<file path="src/rtl/mem_port_arbiter_2to1_if.sv">
// Requester, completion and memory-port signals of the 2:1 memory port arbiter.
// The arbiter takes the slave view; requesters plus the memory model take the master view.
interface mem_port_arbiter_2to1_if #(
    parameter int DATA_W = 32,
    parameter int ADDR_W = 32
);
    logic              req0;
    logic              we0;
    logic [ADDR_W-1:0] addr0;
    logic [DATA_W-1:0] wdata0;
    logic              req1;
    logic              we1;
    logic [ADDR_W-1:0] addr1;
    logic [DATA_W-1:0] wdata1;
    logic              ack0;
    logic              ack1;
    logic              err0;
    logic              err1;
    logic [DATA_W-1:0] rdata;
    logic              sel;
    logic              mem_valid;
    logic              mem_we;
    logic [ADDR_W-1:0] mem_addr;
    logic [DATA_W-1:0] mem_wdata;
    logic              mem_ready;
    logic [DATA_W-1:0] mem_rdata;

    modport slave (
        input  req0, we0, addr0, wdata0,
        input  req1, we1, addr1, wdata1,
        input  mem_ready, mem_rdata,
        output ack0, ack1, err0, err1, rdata, sel,
        output mem_valid, mem_we, mem_addr, mem_wdata
    );

    modport master (
        output req0, we0, addr0, wdata0,
        output req1, we1, addr1, wdata1,
        output mem_ready, mem_rdata,
        input  ack0, ack1, err0, err1, rdata, sel,
        input  mem_valid, mem_we, mem_addr, mem_wdata
    );
endinterface

</file>
<file path="src/rtl/mem_port_arbiter_2to1.sv">
// Round-robin 2:1 arbiter sharing one memory port between instruction fetch (0) and data (1).
//
// state | meaning
// IDLE  | no transaction on the port; arbitrate pending requests
// BUSY  | port driven with the owner's frozen fields; wait for mem_ready or watchdog expiry
module mem_port_arbiter_2to1 #(
    parameter int DATA_W  = 32,
    parameter int ADDR_W  = 32,
    parameter int TIMEOUT = 16,
    parameter int CNT_W   = 5
) (
    input logic                    clk,
    input logic                    rst_n,
    mem_port_arbiter_2to1_if.slave bus
);
    typedef enum logic {
        IDLE = 1'b0,
        BUSY = 1'b1
    } state_t;

    localparam bit               WDOG_EN   = (TIMEOUT > 0);
    localparam logic [CNT_W-1:0] WDOG_LAST = WDOG_EN ? CNT_W'(TIMEOUT - 1) : '0;

    state_t            state;
    logic              owner;
    logic              last_owner;
    logic [CNT_W-1:0]  wdog;
    logic              we_q;
    logic [ADDR_W-1:0] addr_q;
    logic [DATA_W-1:0] wdata_q;

    logic              busy;
    logic              any_req;
    logic              winner;
    logic              win_we;
    logic [ADDR_W-1:0] win_addr;
    logic [DATA_W-1:0] win_wdata;
    logic              done_ok;
    logic              done_tmo;

    always_comb begin
        any_req   = bus.req0 | bus.req1;
        // On a tie the requester that did not own the port last goes next.
        winner    = (bus.req0 & bus.req1) ? ~last_owner : bus.req1;
        win_we    = winner ? bus.we1    : bus.we0;
        win_addr  = winner ? bus.addr1  : bus.addr0;
        win_wdata = winner ? bus.wdata1 : bus.wdata0;
    end

    assign busy     = (state == BUSY);
    assign done_ok  = busy & bus.mem_ready;
    // A ready in the last allowed cycle is a normal completion, not a timeout.
    assign done_tmo = WDOG_EN & busy & ~bus.mem_ready & (wdog == WDOG_LAST);

    always_ff @(posedge clk or negedge rst_n) begin
        if (!rst_n) begin
            state      <= IDLE;
            owner      <= 1'b0;
            last_owner <= 1'b1;
            wdog       <= '0;
            we_q       <= 1'b0;
            addr_q     <= '0;
            wdata_q    <= '0;
        end else begin
            case (state)
                IDLE: begin
                    if (any_req) begin
                        owner   <= winner;
                        we_q    <= win_we;
                        addr_q  <= win_addr;
                        wdata_q <= win_wdata;
                        wdog    <= '0;
                        state   <= BUSY;
                    end
                end
                BUSY: begin
                    if (done_ok || done_tmo) begin
                        last_owner <= owner;
                        state      <= IDLE;
                    end else begin
                        wdog <= wdog + CNT_W'(1);
                    end
                end
                default: state <= IDLE;
            endcase
        end
    end

    assign bus.sel       = owner;
    assign bus.mem_valid = busy;
    assign bus.mem_we    = we_q;
    assign bus.mem_addr  = addr_q;
    assign bus.mem_wdata = wdata_q;
    assign bus.ack0      = done_ok  & ~owner;
    assign bus.ack1      = done_ok  &  owner;
    assign bus.err0      = done_tmo & ~owner;
    assign bus.err1      = done_tmo &  owner;
    assign bus.rdata     = bus.mem_rdata;
endmodule

</file>
<file path="src/flat_wrapper.sv">
// flat-port wrapper written by rule: the top's interface ports become plain ports
module mem_port_arbiter_2to1_flat 
#(
    parameter int DATA_W  = 32,
    parameter int ADDR_W  = 32,
    parameter int TIMEOUT = 16,
    parameter int CNT_W   = 5
)
  (clk, rst_n, bus_req0, bus_we0, bus_addr0, bus_wdata0, bus_req1, bus_we1, bus_addr1, bus_wdata1, bus_mem_ready, bus_mem_rdata, bus_ack0, bus_ack1, bus_err0, bus_err1, bus_rdata, bus_sel, bus_mem_valid, bus_mem_we, bus_mem_addr, bus_mem_wdata);
  mem_port_arbiter_2to1_if #(.DATA_W(DATA_W), .ADDR_W(ADDR_W)) bus_i ();
  input logic clk;
  input logic rst_n;
  input wire logic [$bits(bus_i.req0)-1:0] bus_req0;
  input wire logic [$bits(bus_i.we0)-1:0] bus_we0;
  input wire logic [$bits(bus_i.addr0)-1:0] bus_addr0;
  input wire logic [$bits(bus_i.wdata0)-1:0] bus_wdata0;
  input wire logic [$bits(bus_i.req1)-1:0] bus_req1;
  input wire logic [$bits(bus_i.we1)-1:0] bus_we1;
  input wire logic [$bits(bus_i.addr1)-1:0] bus_addr1;
  input wire logic [$bits(bus_i.wdata1)-1:0] bus_wdata1;
  input wire logic [$bits(bus_i.mem_ready)-1:0] bus_mem_ready;
  input wire logic [$bits(bus_i.mem_rdata)-1:0] bus_mem_rdata;
  output wire logic [$bits(bus_i.ack0)-1:0] bus_ack0;
  output wire logic [$bits(bus_i.ack1)-1:0] bus_ack1;
  output wire logic [$bits(bus_i.err0)-1:0] bus_err0;
  output wire logic [$bits(bus_i.err1)-1:0] bus_err1;
  output wire logic [$bits(bus_i.rdata)-1:0] bus_rdata;
  output wire logic [$bits(bus_i.sel)-1:0] bus_sel;
  output wire logic [$bits(bus_i.mem_valid)-1:0] bus_mem_valid;
  output wire logic [$bits(bus_i.mem_we)-1:0] bus_mem_we;
  output wire logic [$bits(bus_i.mem_addr)-1:0] bus_mem_addr;
  output wire logic [$bits(bus_i.mem_wdata)-1:0] bus_mem_wdata;
  assign bus_i.req0 = bus_req0;
  assign bus_i.we0 = bus_we0;
  assign bus_i.addr0 = bus_addr0;
  assign bus_i.wdata0 = bus_wdata0;
  assign bus_i.req1 = bus_req1;
  assign bus_i.we1 = bus_we1;
  assign bus_i.addr1 = bus_addr1;
  assign bus_i.wdata1 = bus_wdata1;
  assign bus_i.mem_ready = bus_mem_ready;
  assign bus_i.mem_rdata = bus_mem_rdata;
  assign bus_ack0 = bus_i.ack0;
  assign bus_ack1 = bus_i.ack1;
  assign bus_err0 = bus_i.err0;
  assign bus_err1 = bus_i.err1;
  assign bus_rdata = bus_i.rdata;
  assign bus_sel = bus_i.sel;
  assign bus_mem_valid = bus_i.mem_valid;
  assign bus_mem_we = bus_i.mem_we;
  assign bus_mem_addr = bus_i.mem_addr;
  assign bus_mem_wdata = bus_i.mem_wdata;
  mem_port_arbiter_2to1 #(.DATA_W(DATA_W), .ADDR_W(ADDR_W), .TIMEOUT(TIMEOUT), .CNT_W(CNT_W)) u_core (.clk(clk), .rst_n(rst_n), .bus(bus_i));
endmodule
</file>
<file path="config.mk">
export PLATFORM = sky130hd
export DESIGN_NAME = mem_port_arbiter_2to1_flat
export DESIGN_NICKNAME = d
export VERILOG_FILES = /design/src/rtl/mem_port_arbiter_2to1_if.sv /design/src/rtl/mem_port_arbiter_2to1.sv /design/src/flat_wrapper.sv
export SDC_FILE = /design/constraint.sdc
export NUM_CORES = 1
export LEC_CHECK = 0
export BUFFER_PORTS_ARGS = -buffer_cell sky130_fd_sc_hd__buf_2
export CAP_MARGIN = 20
export CORE_MARGIN = 2
export CORE_UTILIZATION = 35
export DETAILED_ROUTE_END_ITERATION = 7
export HOLD_SLACK_MARGIN = 0.06
export PLACE_DENSITY = 0.78
export SYNTH_ARGS = -nofsm -noshare
export SYNTH_HDL_FRONTEND = slang
export SYNTH_SLANG_ARGS = --single-unit
</file>
<file path="constraint.sdc">
create_clock -name clk -period 1.85 [get_ports clk]
set_input_delay 0.37 -clock clk [delete_from_list [all_inputs] [get_ports clk]]
set_output_delay 0.37 -clock clk [all_outputs]
set_load 0.005 [all_outputs]
</file>
== Word level (Yosys, flattened, before mapping) ==
Cells that the tools add are included.
W data, S select, Z words.

* Register bits: 73
* Input bits: 167
* Word-level logic and storage cells: 38

* Add/sub/neg operators: 1
* Equal/unequal tests: 3
* Muxes and demuxes: 10
* Bitwise operators: 13
* Reductions and logical operators: 4

{| class="wikitable"
|+ Operators with widths
! operator !! number
|-
| $mux W32 || 2
|-
| $mux W5 || 2
|-
| $pmux W5 S2 || 1
|-
| $and A1 B1 Y1 || 8
|-
| $reduce_and A2 Y1 || 3
|-
| $add A5 B1 Y5 const B || 1
|-
| $eq A5 B4 Y1 const B || 1
|-
| $mux W1 || 4
|-
| $not A1 Y1 || 4
|-
| $ne A2 B1 Y1 const B || 1
|-
| $ne A2 B2 Y1 const B || 1
|-
| $pmux W1 S2 || 1
|-
| $logic_or A1 B1 Y1 || 1
|-
| $or A1 B1 Y1 || 1
|}

== Logic depth before layout (Yosys ltp) ==
* Depth after elaboration: 6
* Mapped depth: 7
* Gate-level depth less buffers: 7

== Worst setup path before layout ==
No wires, ideal clock.

* Path type: reg2reg
* Start: register u_core.wdog[0]
* End: register u_core.wdog[2]
* Data arrival time: 1.729 ns
* Path slack: 0.057 ns
* Cell stages (with the launch flop): 7
* Path buffers: 0
* Period minus slack after synthesis: 1.793 ns
* Cell sequence: dfrtp_1 > ha_1 > and3_1 > ha_1 > or3b_4 > o32ai_2 > a21o_1

* Longest elaborated chain between the ends: 5

{| class="wikitable"
|+ Ends and longest elaborated chain
! what !! line !! RTL
|-
| from (decl) || mem_port_arbiter_2to1.sv:27 || <nowiki>logic [CNT_W-1:0] wdog;</nowiki>
|-
| from (signal assigned) || mem_port_arbiter_2to1.sv:81 || <nowiki>wdog <= wdog + CNT_W'(1);</nowiki>
|-
| parallel branches: the longest is 5 deep, another holds $add A5 B1 Y5 || - ||
|}

Several ways; the timed one is not identified. The select of a mux whose other input is x is not followed.
A chain may end at the register's enable or synchronous reset.

== Final worst setup path ==
* Start: register u_core.wdog[0]
* End: output bus_err1

* Longest elaborated chain between the ends: 3

{| class="wikitable"
|+ Ends and longest elaborated chain
! what !! line !! RTL
|-
| $eq A5 B4 Y1 || mem_port_arbiter_2to1.sv:53 || <nowiki>assign done_tmo = WDOG_EN & busy & ~bus.mem_ready & (wdog == WDOG_LAST);</nowiki>
|-
| $and A1 B1 Y1 || mem_port_arbiter_2to1.sv:53 ||
|-
| $and A1 B1 Y1 || mem_port_arbiter_2to1.sv:97 || <nowiki>assign bus.err1 = done_tmo & owner;</nowiki>
|-
| to (decl) || flat_wrapper.sv:26 || <nowiki>output wire logic [$bits(bus_i.err1)-1:0] bus_err1;</nowiki>
|}

No other way between the ends.

==> results.toml <==
[clock_tree]
cts_tree = "built"
cts_made_buffers = 9
ctsLongestPathBuffers = 2
cts_root_buffer = "clkbuf_8"
clk_pin_slew_ns = 0.08
clock-sinks = 73
clkLatencyLatePin_ns = 0.34
htreeDepth = 3

[sta]
fmax_mhz = 490
setup_violations = 6
skew_ns = 0.00721
final_max_slew_viol_count = 0
slew_headroom = 0.689
rsz0062_at_grt = "yes"
setup_ws_ns = -0.192
hold_viol = 0
tightestPinTransition_ns = 0.467
fin_crit_sh = 1.10
tns_ns = -0.567
finalCriticalPeriod_ns = 2.04

[detailed_routing]
via_per_inst = 4.96
dr_total_vias = 3668
drt-wirelength-per-cell_um = 14.4
drt_iter0_drc = 185
route.detailed.drc = 0
drtPass1Iterations = 5
antenna_left = 0
wirelength_um = 10600

[placement]
port_buffers = 205
globalplace.congestion = 0.790
dpl.hpwl_um = 7570
dp_cells = 715

[floorplan]
die_area_mm2 = 0.0111
io_pins = 270
fp.dieH_um = 105
fp.coreArea_mm2 = 0.0101
fp.dieW_um = 105
initial_core_util = 0.355
fp-row-count = 37

[yosys]
yosysMostFrequentCell = "a21oi_1"
synth_nets = 595
synth_edf_count = 0
ys_types = 29
synth_cells = 426
ys_seq_elements = 73
avgSynthCellArea_um2 = 8.45
syn_area_mm2 = 0.00360
synth_top_area_cell = "dfrtp_1"
synth_flop_cell = "dfrtp_1"
yosysWarnings = 0
synth_commonest_cells = "a21oi_1, dfrtp_1, nand2_1"
ys_seq_area_frac = 0.508
synth_top_area_frac = 0.500
postSynth.asyncResetShare = 1.00
synth.area.top_cells = "dfrtp_1, a21oi_1, buf_4"

[critical_path]
critPathArrivalTime_ns = 1.67
critical_path_required_ns = 1.48
cp-end-kind = "primary output"
startpoint_type = "register"
cp_max_fo = 3
worst-setup-path-type = "register to primary output"
r2r_slack_ns = -0.10

[layout]
antenna_cells = 0
fin_cells = 740
drive_above_1_share = 0.417
nNetsFinal = 768
area_delta_synth_final_pct = 35.1
postLayoutCoreUtil = 0.480

[pwr]
leakage_uw = 0.00245
total_power_uw = 6270
p_per_area_mw_per_mm2 = 1290
ir_drop_v = 0.000622

[status]
status = "finished with violations"
violations = "negative setup slack"

[job]
max-cap-violations = 0

[global_route]
antenna_found_initial = 0
grt_max_degree = 69
grt_pass1_wl_um = 16900
grt_util_all_layers = 0.187
first_global_vias = 3714
overflow = 0

[min_path]
hold_class = "primary input to register"
## sequential cells by signal, indices dropped and copies added (netlist names)
register              flops
u_core.bus.mem_valid      1
u_core.last_owner         1
u_core.bus.mem_we         1
u_core.bus.mem_wdata     32
u_core.wdog               5
u_core.bus.mem_addr      32
u_core.bus.sel            1
## placed cells by master, fill, tap and decap left out, drive strengths merged, types with 2 or more instances in the layout
cell | synthesis | layout
ha | 2 | 2
buf | 53 | 222
inv | 2 | 2
a21oi | 130 | 130
nor2 | 67 | 67
clkbuf | 8 | 12
nand2 | 70 | 70
dfrtp | 72 | 72
clkinv | 0 | 2
o21ai | 3 | 3
and3 | 2 | 2
## layer usage
| metal | vias up | routed length, um | GRT usage |
|---|---|---|---|
| met3 | 28 | 658 | 0.0439 |
| met5 | - | 0 | 0 |
| met2 | 146 | 5470 | 0.331 |
| met4 | 0 | 255 | 0.0762 |
| li1 | 1732 | - | - |
| met1 | 1762 | 4260 | 0.218 |
## metrics by stage
step | area [um^2] | setup slack (ns) | hold slack [ns]
3_5_place_dp | 4540 | -0.0217 | 0.356
4_1_cts | 4830 | -0.219 | 0.230
3_3_place_gp | 4540 | 0.0882 | 0.341
5_1_grt | 4870 | -0.273 | 0.227
6_report | 4870 | -0.192 | 0.252
2_1_floorplan | 3600 | 0.0568 | 0.0744
## repair_timing
action                                  4_1_cts  5_1_grt
endpoints found under the hold margin        33        0
hold buffers                                  1        0
pin swaps                                     4        3
resized for setup                             7        3
endpoints found under the setup margin        6        7
buffers inserted                              5        3
## critical path: stages (launching register included)
cell and delay (ns):
dfrtp_1 0.39, ha_2 0.19, and3_4 0.18, ha_4 0.15
buf_6 0.11, and4b_1 0.17, buf_2 0.12
## layout make-up
| cell class | count | area, um^2 |
|---|---|---|
| clock buffers | 12 | 155 |
| clock inverters | 4 | 51.3 |
| fillers | 1015 | 5270 |
| inverters | 2 | 7.51 |
| multi-input cells | 290 | 1430 |
| flip-flops and latches | 73 | 1830 |
| well taps | 136 | 170 |
| repair buffers | 223 | 1220 |
## power breakdown
part / switching (uW) / internal [uW]
combinational: 1220 / 1100
clock: 595 / 698
sequential: 405 / 2250
total: 2220 / 4050
## worst paths after layout
kind	from	end	cells past startpoint
max	u_core.wdog[0]	bus_err1	6
min reg2reg	u_core.wdog[3]	u_core.wdog[3]	1
max reg2reg	u_core.wdog[0]	u_core.wdog[2]	8
min in group asynchronous	rst_n	u_core.bus.mem_addr[17]	2
max in group asynchronous	rst_n	u_core.bus.mem_wdata[18]	3
min	bus_addr0[17]	u_core.bus.mem_addr[17]	3
## cell families after synthesis
kind of cell,Yosys count,synth area share
AND/OR/NAND/NOR,145,0.162
AO/OA/AOI/OAI,141,0.206
flip-flops,73,0.508
buffers and inverters,63,0.112
multiplexers,2,0.00591
adder cells (fa/ha/maj),2,0.00695
No activity file was read; power rests on OpenSTA's default activity.
